**config.mk**
```make
export PLATFORM = sky130hd
export DESIGN_NAME = pwm_multi_flat
export DESIGN_NICKNAME = d
export VERILOG_FILES = /design/src/rtl/pwm_pkg.sv /design/src/rtl/pwm_multi_if.sv /design/src/rtl/pwm_chan.sv /design/src/rtl/pwm_multi.sv /design/src/flat_wrapper.sv
export SDC_FILE = /design/constraint.sdc
export NUM_CORES = 1
export LEC_CHECK = 0
export ABC_AREA = 1
export CELL_PAD_IN_SITES_DETAIL_PLACEMENT = 1
export CELL_PAD_IN_SITES_GLOBAL_PLACEMENT = 2
export CORE_ASPECT_RATIO = 1.75
export CORE_MARGIN = 8
export CORE_UTILIZATION = 37
export CTS_BUF_LIST = sky130_fd_sc_hd__clkbuf_8
export CTS_CLUSTER_DIAMETER = 100
export DETAILED_ROUTE_END_ITERATION = 7
export GPL_TIMING_DRIVEN = 1
export HOLD_SLACK_MARGIN = 0.02
export PLACE_DENSITY = 0.9
export RECOVER_POWER = 25
export SYNTH_ARGS = -nofsm -noshare
export SYNTH_HDL_FRONTEND = slang
export SYNTH_SLANG_ARGS = --single-unit
```
**constraint.sdc**
```tcl
create_clock -name clk -period 3.1 [get_ports clk]
set_clock_uncertainty 0.1 [all_clocks]
set_input_delay 0.62 -clock clk [delete_from_list [all_inputs] [get_ports clk]]
set_output_delay 0.62 -clock clk [all_outputs]
set_load 0.02 [all_outputs]
```
**src/rtl/pwm_pkg.sv**
```systemverilog
// Shared constants and mode type for the multi-channel PWM block.
package pwm_pkg;

    localparam int unsigned DEFAULT_WIDTH = 11;
    localparam int unsigned DEFAULT_NCH   = 4;

    typedef enum logic {
        EDGE   = 1'b0,
        CENTER = 1'b1
    } pwm_mode_e;

endpackage

```
**src/rtl/pwm_multi_if.sv**
```systemverilog
// Control/status bundle of pwm_multi: the master drives the requested settings, the slave drives
// the PWM outputs and status.
interface pwm_multi_if
    import pwm_pkg::*;
#(
    parameter int unsigned WIDTH = DEFAULT_WIDTH,
    parameter int unsigned NCH   = DEFAULT_NCH
);

    logic                 en;
    logic                 load;
    logic [WIDTH-1:0]     period_in;
    logic                 center_in;
    logic [NCH*WIDTH-1:0] duty_in;
    logic [NCH-1:0]       pwm_out;
    logic                 period_start;
    logic                 pending;

    modport master (
        output en, load, period_in, center_in, duty_in,
        input  pwm_out, period_start, pending
    );

    modport slave (
        input  en, load, period_in, center_in, duty_in,
        output pwm_out, period_start, pending
    );

endinterface

```
**src/rtl/pwm_chan.sv**
```systemverilog
// One PWM channel: unsigned compare of the shared counter against this channel's active duty,
// followed by the output register.
module pwm_chan
    import pwm_pkg::*;
#(
    parameter int unsigned WIDTH = DEFAULT_WIDTH
) (
    input  logic             clk,
    input  logic             rst_n,
    input  logic             en,
    input  logic [WIDTH-1:0] cnt,
    input  logic [WIDTH-1:0] duty,
    output logic             pwm
);

    logic pwm_q;

    always_ff @(posedge clk) begin
        if (!rst_n) begin
            pwm_q <= 1'b0;
        end else begin
            pwm_q <= en & (cnt < duty);
        end
    end

    assign pwm = pwm_q;

endmodule

```
**src/rtl/pwm_multi.sv**
```systemverilog
// Multi-channel PWM: shared edge/center-aligned counter with double-buffered period, mode and
// duty settings that switch over only at period boundaries.
module pwm_multi
    import pwm_pkg::*;
#(
    parameter int unsigned WIDTH = DEFAULT_WIDTH,
    parameter int unsigned NCH   = DEFAULT_NCH
) (
    input  logic        clk,
    input  logic        rst_n,
    pwm_multi_if.slave  bus
);

    logic [WIDTH-1:0]     cnt_q, cnt_d;
    logic                 down_q, down_d;
    logic                 wrap;
    logic                 apply;
    logic                 period_start_q;
    logic                 pend_flag_q;
    logic [WIDTH-1:0]     act_period_q, pend_period_q;
    pwm_mode_e            act_mode_q, pend_mode_q;
    logic [NCH*WIDTH-1:0] act_duty_q, pend_duty_q;
    logic [NCH-1:0]       pwm_vec;

    always_comb begin
        cnt_d  = cnt_q;
        down_d = down_q;
        wrap   = 1'b0;
        if (!bus.en) begin
            cnt_d  = '0;
            down_d = 1'b0;
        end else if (act_period_q == '0) begin
            wrap = 1'b1;
        end else if (act_mode_q == EDGE) begin
            if (cnt_q >= act_period_q) wrap = 1'b1;
            else                       cnt_d = cnt_q + WIDTH'(1);
        end else if (!down_q) begin
            if (cnt_q < act_period_q) begin
                cnt_d = cnt_q + WIDTH'(1);
            end else if (act_period_q == WIDTH'(1)) begin
                wrap = 1'b1;
            end else begin
                // Turn around below the top so P is visited once per period.
                cnt_d  = act_period_q - WIDTH'(1);
                down_d = 1'b1;
            end
        end else begin
            if (cnt_q <= WIDTH'(1)) wrap = 1'b1;
            else                    cnt_d = cnt_q - WIDTH'(1);
        end
        if (wrap) begin
            cnt_d  = '0;
            down_d = 1'b0;
        end
    end

    // A disabled block adopts new settings every cycle, just like a wrap.
    assign apply = wrap | ~bus.en;

    always_ff @(posedge clk) begin
        if (!rst_n) begin
            cnt_q          <= '0;
            down_q         <= 1'b0;
            period_start_q <= 1'b0;
            pend_flag_q    <= 1'b0;
            act_period_q   <= '1;
            pend_period_q  <= '1;
            act_mode_q     <= EDGE;
            pend_mode_q    <= EDGE;
            act_duty_q     <= '0;
            pend_duty_q    <= '0;
        end else begin
            cnt_q          <= cnt_d;
            down_q         <= down_d;
            period_start_q <= bus.en & (cnt_q == '0);
            // Pending always mirrors the latest load so a later disable never resurrects old values.
            if (bus.load) begin
                pend_period_q <= bus.period_in;
                pend_mode_q   <= pwm_mode_e'(bus.center_in);
                pend_duty_q   <= bus.duty_in;
            end
            if (apply) begin
                pend_flag_q <= 1'b0;
                if (bus.load) begin
                    act_period_q <= bus.period_in;
                    act_mode_q   <= pwm_mode_e'(bus.center_in);
                    act_duty_q   <= bus.duty_in;
                end else begin
                    act_period_q <= pend_period_q;
                    act_mode_q   <= pend_mode_q;
                    act_duty_q   <= pend_duty_q;
                end
            end else if (bus.load) begin
                pend_flag_q <= 1'b1;
            end
        end
    end

    genvar k;
    for (k = 0; k < int'(NCH); k++) begin : g_chan
        pwm_chan #(
            .WIDTH (WIDTH)
        ) u_chan (
            .clk   (clk),
            .rst_n (rst_n),
            .en    (bus.en),
            .cnt   (cnt_q),
            .duty  (act_duty_q[k*WIDTH +: WIDTH]),
            .pwm   (pwm_vec[k])
        );
    end

    assign bus.pwm_out      = pwm_vec;
    assign bus.period_start = period_start_q;
    assign bus.pending      = pend_flag_q;

endmodule
```
**src/flat_wrapper.sv**
```systemverilog
// flat-port wrapper written by rule: the top's interface ports become plain ports
module pwm_multi_flat import pwm_pkg::*;
#(
    parameter int unsigned WIDTH = DEFAULT_WIDTH,
    parameter int unsigned NCH   = DEFAULT_NCH
)
  (clk, rst_n, bus_en, bus_load, bus_period_in, bus_center_in, bus_duty_in, bus_pwm_out, bus_period_start, bus_pending);
  pwm_multi_if #(.WIDTH(WIDTH), .NCH(NCH)) bus_i ();
  input  logic clk;
  input  logic rst_n;
  input wire logic [$bits(bus_i.en)-1:0] bus_en;
  input wire logic [$bits(bus_i.load)-1:0] bus_load;
  input wire logic [$bits(bus_i.period_in)-1:0] bus_period_in;
  input wire logic [$bits(bus_i.center_in)-1:0] bus_center_in;
  input wire logic [$bits(bus_i.duty_in)-1:0] bus_duty_in;
  output wire logic [$bits(bus_i.pwm_out)-1:0] bus_pwm_out;
  output wire logic [$bits(bus_i.period_start)-1:0] bus_period_start;
  output wire logic [$bits(bus_i.pending)-1:0] bus_pending;
  assign bus_i.en = bus_en;
  assign bus_i.load = bus_load;
  assign bus_i.period_in = bus_period_in;
  assign bus_i.center_in = bus_center_in;
  assign bus_i.duty_in = bus_duty_in;
  assign bus_pwm_out = bus_i.pwm_out;
  assign bus_period_start = bus_i.period_start;
  assign bus_pending = bus_i.pending;
  pwm_multi #(.WIDTH(WIDTH), .NCH(NCH)) u_core (.clk(clk), .rst_n(rst_n), .bus(bus_i));
endmodule
```
==> impl_metrics.csv, run 1 <==
group,metric,value,unit
outcome,outcome,"finished clean",
pwr,p_int,2.83,mW
yosys,syn-instance-count,989,
clock_tree,cts-root-buf,"clkbuf_8",
clock_tree,ctsResizeCount,0,
yosys,synth_edf_count,0,
detailed_routing,drtPass1Iterations,4,
finish,drive_above_1_share,0.110,
global_route,grt_max_degree,59,
floorplan,fp.coreArea,0.0196,sq mm
place,place_inst,1276,
critical_path,cp_num_buf_inv,4,
sta,setup_tns,0,ps
detailed_routing,vias_per_cell,4.97,
critical_path,critical_path_class,"register to register",
floorplan,die_w,122,um
pwr,irDropWorstVdd,0.332,mV
yosys,synth_warnings,0,
sta,slew_violations,0,
yosys,yosysSeqAreaShare,0.355,
yosys,synth_area,0.00732,sq mm
detailed_routing,ant_nets,0,
critical_path,worst_ep_arrival_time,2790,ps
pwr,swShare,0.273,
critical_path,critical_path.top_delay_family,"simple AND/OR/NAND/NOR gates",
pwr,power.share.sequential,0.467,
flow_run,drv_cap,0,
critical_path,cp_slowest_cell,"dfxtp_1",
critical_path,crit_path_frequent_cell,"nand2_1",
global_route,antenna_found_initial,0,
finish,syn_to_final_growth,16.9,%
place,gp_congestion,0.852,
finish,nets,1168,
clock_tree,clock_latency,450,ps
sta,worstMarginPinSlew,1450,ps
finish,finalNonFillerCells,1304,
yosys,post_synth_num_cell_types,38,
critical_path,crit_chain,"inv_1 > ha_1 > nand2_1 > inv_1 > nand2_1 > nand2_1 > nand2_1 > nand4_1 > nand2_2 > nand3_4 > buf_4 > nand2_1 > inv_1 > nor2_2",
clock_tree,cts_buffers,17,
yosys,async_flop_share,0,
clock_tree,clk_pin_slew_worst_paths,70,ps
clock_tree,cts_tree,"built",
critical_path,cp_max_fo,45,
floorplan,die_h,202,um
clock_tree,postCtsHoldBufs,0,
critical_path,max_stage_delay,470,ps
place,portBuffers,65,
yosys,ys_ff_latch,130,
detailed_routing,drc,0,
clock_tree,cts.htree.levels,4,
floorplan,ios,66,
detailed_routing,dr.first_iter.drc_count,237,
pwr,pwr-share-comb,0.157,
floorplan,initial_core_util,0.374,
detailed_routing,wirelength,20900,um
sta,period_minus_slack,2540,ps
pwr,leakagePower,4.32,nW
global_route,grt_pass1_vias,7219,
critical_path,crit_required,3350,ps
floorplan,core.rowCount,68,
pwr,power_switching,1.06,mW
finish,antenna_cells,0,
global_route,grt-ovfl-total,0,
detailed_routing,num_vias,6486,
detailed_routing,post_drt_wl_per_cell,16.1,um
sta,fmaxAchievable,393,MHz
sta,setup_violations,0,
sta,rsz0062_at_grt,"no",
pwr,p_total,3.90,mW
pwr,p_per_area,455,mW/mm^2
sta,timing.final.crit_share,0.820,
global_route,grtUsageTotal,0.179,
global_route,grt_pass1_wl,34900,um
finish,finalCoreUtilization,0.437,
min_path,hold_path_class,"register to register",
yosys,postSynthAreaPerCell,7.40,sq um
floorplan,die_area,0.0247,sq mm
yosys,syn_nets,1107,
yosys,synth_flop_cell,"dfxtp_1",
pwr,pwr-share-clk,0.376,
sta,slew_headroom,0.0303,
critical_path,critPathLaunchType,"register",
clock_tree,clock-sinks,130,
place,dp_hpwl,15500,um
clock_tree,clockBufferDepth,2,
sta,finalHoldViolations,0,
clock_tree,post_cts_buffers,0,
critical_path,critPathCaptureType,"register",
## Yosys cell counts (10+ instances only)
| cell | number | area share |
|---|---|---|
| nand2_1 | 231 | 0.12 |
| dfxtp_1 | 130 | 0.36 |
| inv_1 | 115 | 0.059 |
| nor2_1 | 110 | 0.056 |
| nand4_1 | 61 | 0.052 |
| ha_1 | 58 | 0.099 |
| mux2i_1 | 45 | 0.062 |
| nand3_1 | 36 | 0.025 |
| a21oi_1 | 32 | 0.022 |
| nor2_2 | 30 | 0.026 |
| buf_2 | 19 | 0.013 |
| inv_2 | 18 | 0.0092 |
| o21ai_0 | 17 | 0.012 |
| xor2_1 | 13 | 0.016 |
| clkbuf_1 | 10 | 0.0051 |
## cells by family after synthesis
family	Yosys count	synth area share
compound gates	66	0.0508
xor+xnor	15	0.0179
fa+ha+maj	58	0.0991
buf+inv	186	0.112
flops	130	0.355
mux	45	0.0615
simple gates	489	0.303
## worst paths after layout
path | start | to | slack, ps | cells past startpoint
setup / recovery | u_core.act_period_q[5]$_SDFFE_PN1P_ | u_core.act_duty_q[17]$_SDFFE_PN0P_ | 560 | 14
hold / removal | u_core.pend_period_q[7]$_SDFF_PN1_ | u_core.pend_period_q[7]$_SDFF_PN1_ | 360 | 2
setup reg to reg | u_core.act_period_q[5]$_SDFFE_PN1P_ | u_core.act_duty_q[17]$_SDFFE_PN0P_ | 560 | 14
hold reg to reg | u_core.pend_period_q[7]$_SDFF_PN1_ | u_core.pend_period_q[7]$_SDFF_PN1_ | 360 | 2
## power by group through the flow
stage / Clock, mW / Combinational, mW / Sequential [mW]
after floorplan: 0 / 0.417 / 1.85
after global placement: 0 / 0.605 / 1.86
after detailed placement: 0 / 0.622 / 1.86
after CTS: 1.52 / 0.628 / 1.82
after global routing: 1.57 / 0.697 / 1.83
final: 1.46 / 0.612 / 1.82
## per-layer routing
| metal | share of wire | vias up | GRT usage |
|---|---|---|---|
| met1 | 0.39 | 3088 | 0.178 |
| met2 | 0.55 | 90 | 0.338 |
| li1 | - | 3267 | - |
| met4 | 0.040 | 0 | 0.0998 |
| met3 | 0.021 | 41 | 0.0285 |
| met5 | 0 | - | 0 |
## sequential cells by signal, indices dropped and copies added, names as in the netlist, 4 cells and up
signal and flops:
u_core.g_chan.u_chan.pwm 4, u_core.act_duty_q 44, u_core.pend_period_q 11, u_core.act_period_q 11
u_core.pend_duty_q 44, u_core.cnt_q 11
## metrics by stage
step | hold WS (ps) | setup slack, ps | cell area [sq um]
2_1_floorplan | 327 | 1060 | 7320
3_3_place_gp | 338 | 610 | 8190
3_5_place_dp | 346 | 547 | 8190
4_1_cts | 367 | 507 | 8580
5_1_grt | 402 | 254 | 8560
6_report | 365 | 557 | 8560
## area by class of cell
class                           count  area [sq um]
Timing Repair Buffer               91           855
Multi-Input combinational cell    673          3900
Sequential cell                   130          2600
Clock buffer                       22           303
Clock inverter                      6          81.3
Tap cell                          245           307
Fill cell                        2479         11000
Inverter                          137           514
## cell usage in the layout (no fill, tap or decap), types with 2 or more instances in the layout
| master | count |
|---|---|
| a21oi_1 | 32 |
| nor3_1 | 4 |
| o211ai_1 | 5 |
| xor2_1 | 13 |
| nand3_1 | 36 |
| o21a_1 | 5 |
| inv_1 | 116 |
| clkbuf_8 | 22 |
| nor2_2 | 30 |
| mux2i_1 | 45 |
| nand3_2 | 2 |
| inv_2 | 18 |
| buf_4 | 23 |
| nor2_1 | 110 |
| clkinv_1 | 4 |
| o2111ai_1 | 2 |
| clkdlybuf4s50_1 | 63 |
| bufinv_16 | 2 |
| nor2_4 | 2 |
| nand2_2 | 7 |
| ha_1 | 58 |
| nand3_4 | 2 |
| clkbuf_1 | 3 |
| nand4_1 | 61 |
| nand2_1 | 231 |
| o21ai_0 | 17 |
| buf_12 | 2 |
| clkinv_2 | 2 |
| dfxtp_1 | 130 |
| xnor2_1 | 2 |
## worst reg2reg max path, stage by stage (launching register included)
cell	delay [ps]
dfxtp_1	470
inv_1	80
ha_1	280
nand2_1	70
inv_1	70
nand2_1	50
nand2_1	80
nand2_1	110
nand4_1	120
nand2_2	190
nand3_4	110
buf_4	440
nand2_1	140
inv_1	100
nor2_2	40
No activity file was read; power rests on OpenSTA's default activity.
==> run 2, diff against run 1 <==
Settings changed: CORE_UTILIZATION 37 to 31, PLACE_DENSITY 0.9 to 0.81.
Clock period 3.1 ns to 2.2 ns, I/O delays scaled along.
==> impl_metrics.csv, run 2 (same netlist as run 1, synthesis figures left out) <==
group,metric,value,unit
outcome,outcome,"complete, but fails checks",
outcome,violations,"negative setup slack",
sta,slew_headroom,0.488,
sta,finalHoldViolations,0,
critical_path,max_stage_delay,350,ps
detailed_routing,drc,0,
flow_run,drv_cap,0,
global_route,grt_max_degree,42,
detailed_routing,post_drt_wl_per_cell,15.9,um
clock_tree,clock_latency,470,ps
detailed_routing,ant_nets,0,
global_route,grt_pass1_wl,35700,um
clock_tree,clockBufferDepth,2,
floorplan,initial_core_util,0.315,
detailed_routing,drtPass1Iterations,4,
critical_path,cp_num_buf_inv,6,
pwr,leakagePower,4.64,nW
critical_path,r2r_cells,16,
critical_path,crit_required,2460,ps
sta,rsz0062_at_grt,"yes",
floorplan,fp.coreArea,0.0232,sq mm
clock_tree,cts.htree.levels,4,
clock_tree,cts_buffers,17,
finish,final_common_cell,"nand2_1",
critical_path,cp_max_fo,20,
finish,top_regs,"u_core.act_duty_q: 44 flops, u_core.pend_duty_q: 44 flops",
finish,nets,1221,
floorplan,die_h,219,um
min_path,min_delay_path_depth,3,
sta,period_minus_slack,2260,ps
finish,finalCoreUtilization,0.410,
global_route,grt_pass1_vias,7113,
place,portBuffers,65,
critical_path,crit_path_frequent_cell,"nand2_2",
critical_path,cp_slowest_cell,"dfxtp_2",
clock_tree,clk_pin_slew_worst_paths,80,ps
sta,setup_tns,-808,ps
finish,drive_above_1_share,0.226,
sta,fmaxAchievable,442,MHz
global_route,grtUsageTotal,0.157,
place,dp_slack,-83.9,ps
pwr,irDropWorstVdd,0.540,mV
critical_path,critical_path.top_delay_family,"simple AND/OR/NAND/NOR gates",
floorplan,core.rowCount,74,
finish,final_cell_mix,"208 x nand2_1, 115 x dfxtp_1, 107 x nor2_1, 95 x inv_1, 63 x clkdlybuf4s50_1",
critical_path,critPathLaunchType,"register",
critical_path,worst_ep_arrival_time,2520,ps
clock_tree,cts-root-buf,"clkbuf_8",
critical_path,critical_path_class,"register to register",
floorplan,die_w,132,um
min_path,hold_path_class,"input pin to register",
critical_path,critPathCaptureType,"register",
sta,whs,270,ps
detailed_routing,wirelength,22600,um
global_route,antenna_found_initial,1,
clock_tree,clock-sinks,130,
critical_path,crit_chain,"inv_2 > ha_4 > nand2_2 > inv_2 > nand2_2 > nor2_2 > nand2_2 > buf_6 > nand4_1 > nand2_2 > buf_12 > nand3_4 > buf_12 > nand2_1 > inv_1 > nor2_2",
detailed_routing,dr.first_iter.drc_count,236,
sta,finalWorstSetupSlack,-61.4,ps
sta,slew_violations,0,
detailed_routing,vias_per_cell,4.72,
clock_tree,cts_tree,"built",
pwr,p_per_area,627,mW/mm^2
finish,syn_to_final_growth,30.2,%
critical_path,critical_path_depth,16,
floorplan,ios,66,
place,dp_hpwl,16600,um
sta,worstMarginPinSlew,768,ps
floorplan,die_area,0.0290,sq mm
clock_tree,postCtsHoldBufs,0,
global_route,grt-ovfl-total,0,
place,gp_congestion,0.813,
sta,timing.final.crit_share,1.03,
sta,setup_violations,33,
detailed_routing,num_vias,6704,
[run 2: cell count changes in the layout (fill, tap and decap cells not counted), sizes merged]
cell,previous run,this run
buf,25,76
bufinv,2,5
clkbuf,25,23
clkinv,6,10
diode,0,1
inv,134,135
[run 2: area by class of cell]
cell class	count	area, sq um
tap	304	380
fill	2848	13700
clock inverter	14	211
inverter	137	519
sequential	130	2620
antenna	1	2.50
multi-input combinational	673	4130
timing repair buffer	144	1420
clock buffer	18	248
[run 2: worst paths after layout]
check | start | to | slack (ps)
max | u_core.act_period_q[9]$_SDFFE_PN1P_ | u_core.act_duty_q[28]$_SDFFE_PN0P_ | -60
min | rst_n | u_core.act_duty_q[14]$_SDFFE_PN0P_ | 270
max reg2reg | u_core.act_period_q[9]$_SDFFE_PN1P_ | u_core.act_duty_q[28]$_SDFFE_PN0P_ | -60
min reg2reg | u_core.pend_period_q[4]$_SDFF_PN1_ | u_core.pend_period_q[4]$_SDFF_PN1_ | 360
[run 2: per-stage QoR]
step           instances  total power, mW  instance area, sq um
6_report            1421             5.98                  9540
5_1_grt             1421             6.29                  9540
4_1_cts             1409             6.01                  9160
3_5_place_dp        1374             3.57                  8620
3_3_place_gp        1374             3.54                  8620
2_1_floorplan        989             3.19                  7320
[run 2: report_power, final]
group	total [mW]	internal [mW]	switching (mW)
combinational	1.03	0.463	0.566
sequential	2.56	2.50	0.0510
clock	2.40	1.38	1.02
total	5.98	4.34	1.64
[run 2: routing by layer]
metal | wire, um | vias to the layer above | track usage | part of all wire
met5 | 0 | - | 0 | 0
met4 | 809 | 0 | 0.0940 | 0.036
met3 | 514 | 40 | 0.0288 | 0.023
met2 | 13000 | 95 | 0.310 | 0.57
met1 | 8330 | 3178 | 0.145 | 0.37
li1 | - | 3391 | - | -
[run 2: repair_timing]
| action | in CTS | in global routing |
|---|---|---|
| cloned | 1 | 3 |
| resized for setup | 8 | 79 |
| endpoints found under the setup margin | 60 | 69 |
| setup buffers | 2 | 8 |
| pin swaps | 1 | 11 |
[run 2: worst reg2reg max path: stages (launching register included)]
cell     delay [ps]
dfxtp_2         350
inv_2            50
ha_4            260
nand2_2          70
inv_2            90
nand2_2          50
nor2_2          120
nand2_2          90
buf_6           130
nand4_1         110
nand2_2          90
buf_12          140
nand3_4         130
buf_12          180
nand2_1          90
inv_1            70
nor2_2           40
==> run 3, diff against run 2 <==
Settings changed: GPL_ROUTABILITY_DRIVEN set to 0.
==> results of run 3 <==
No change in the layout: final DEF, timing and power equal those of run 2.
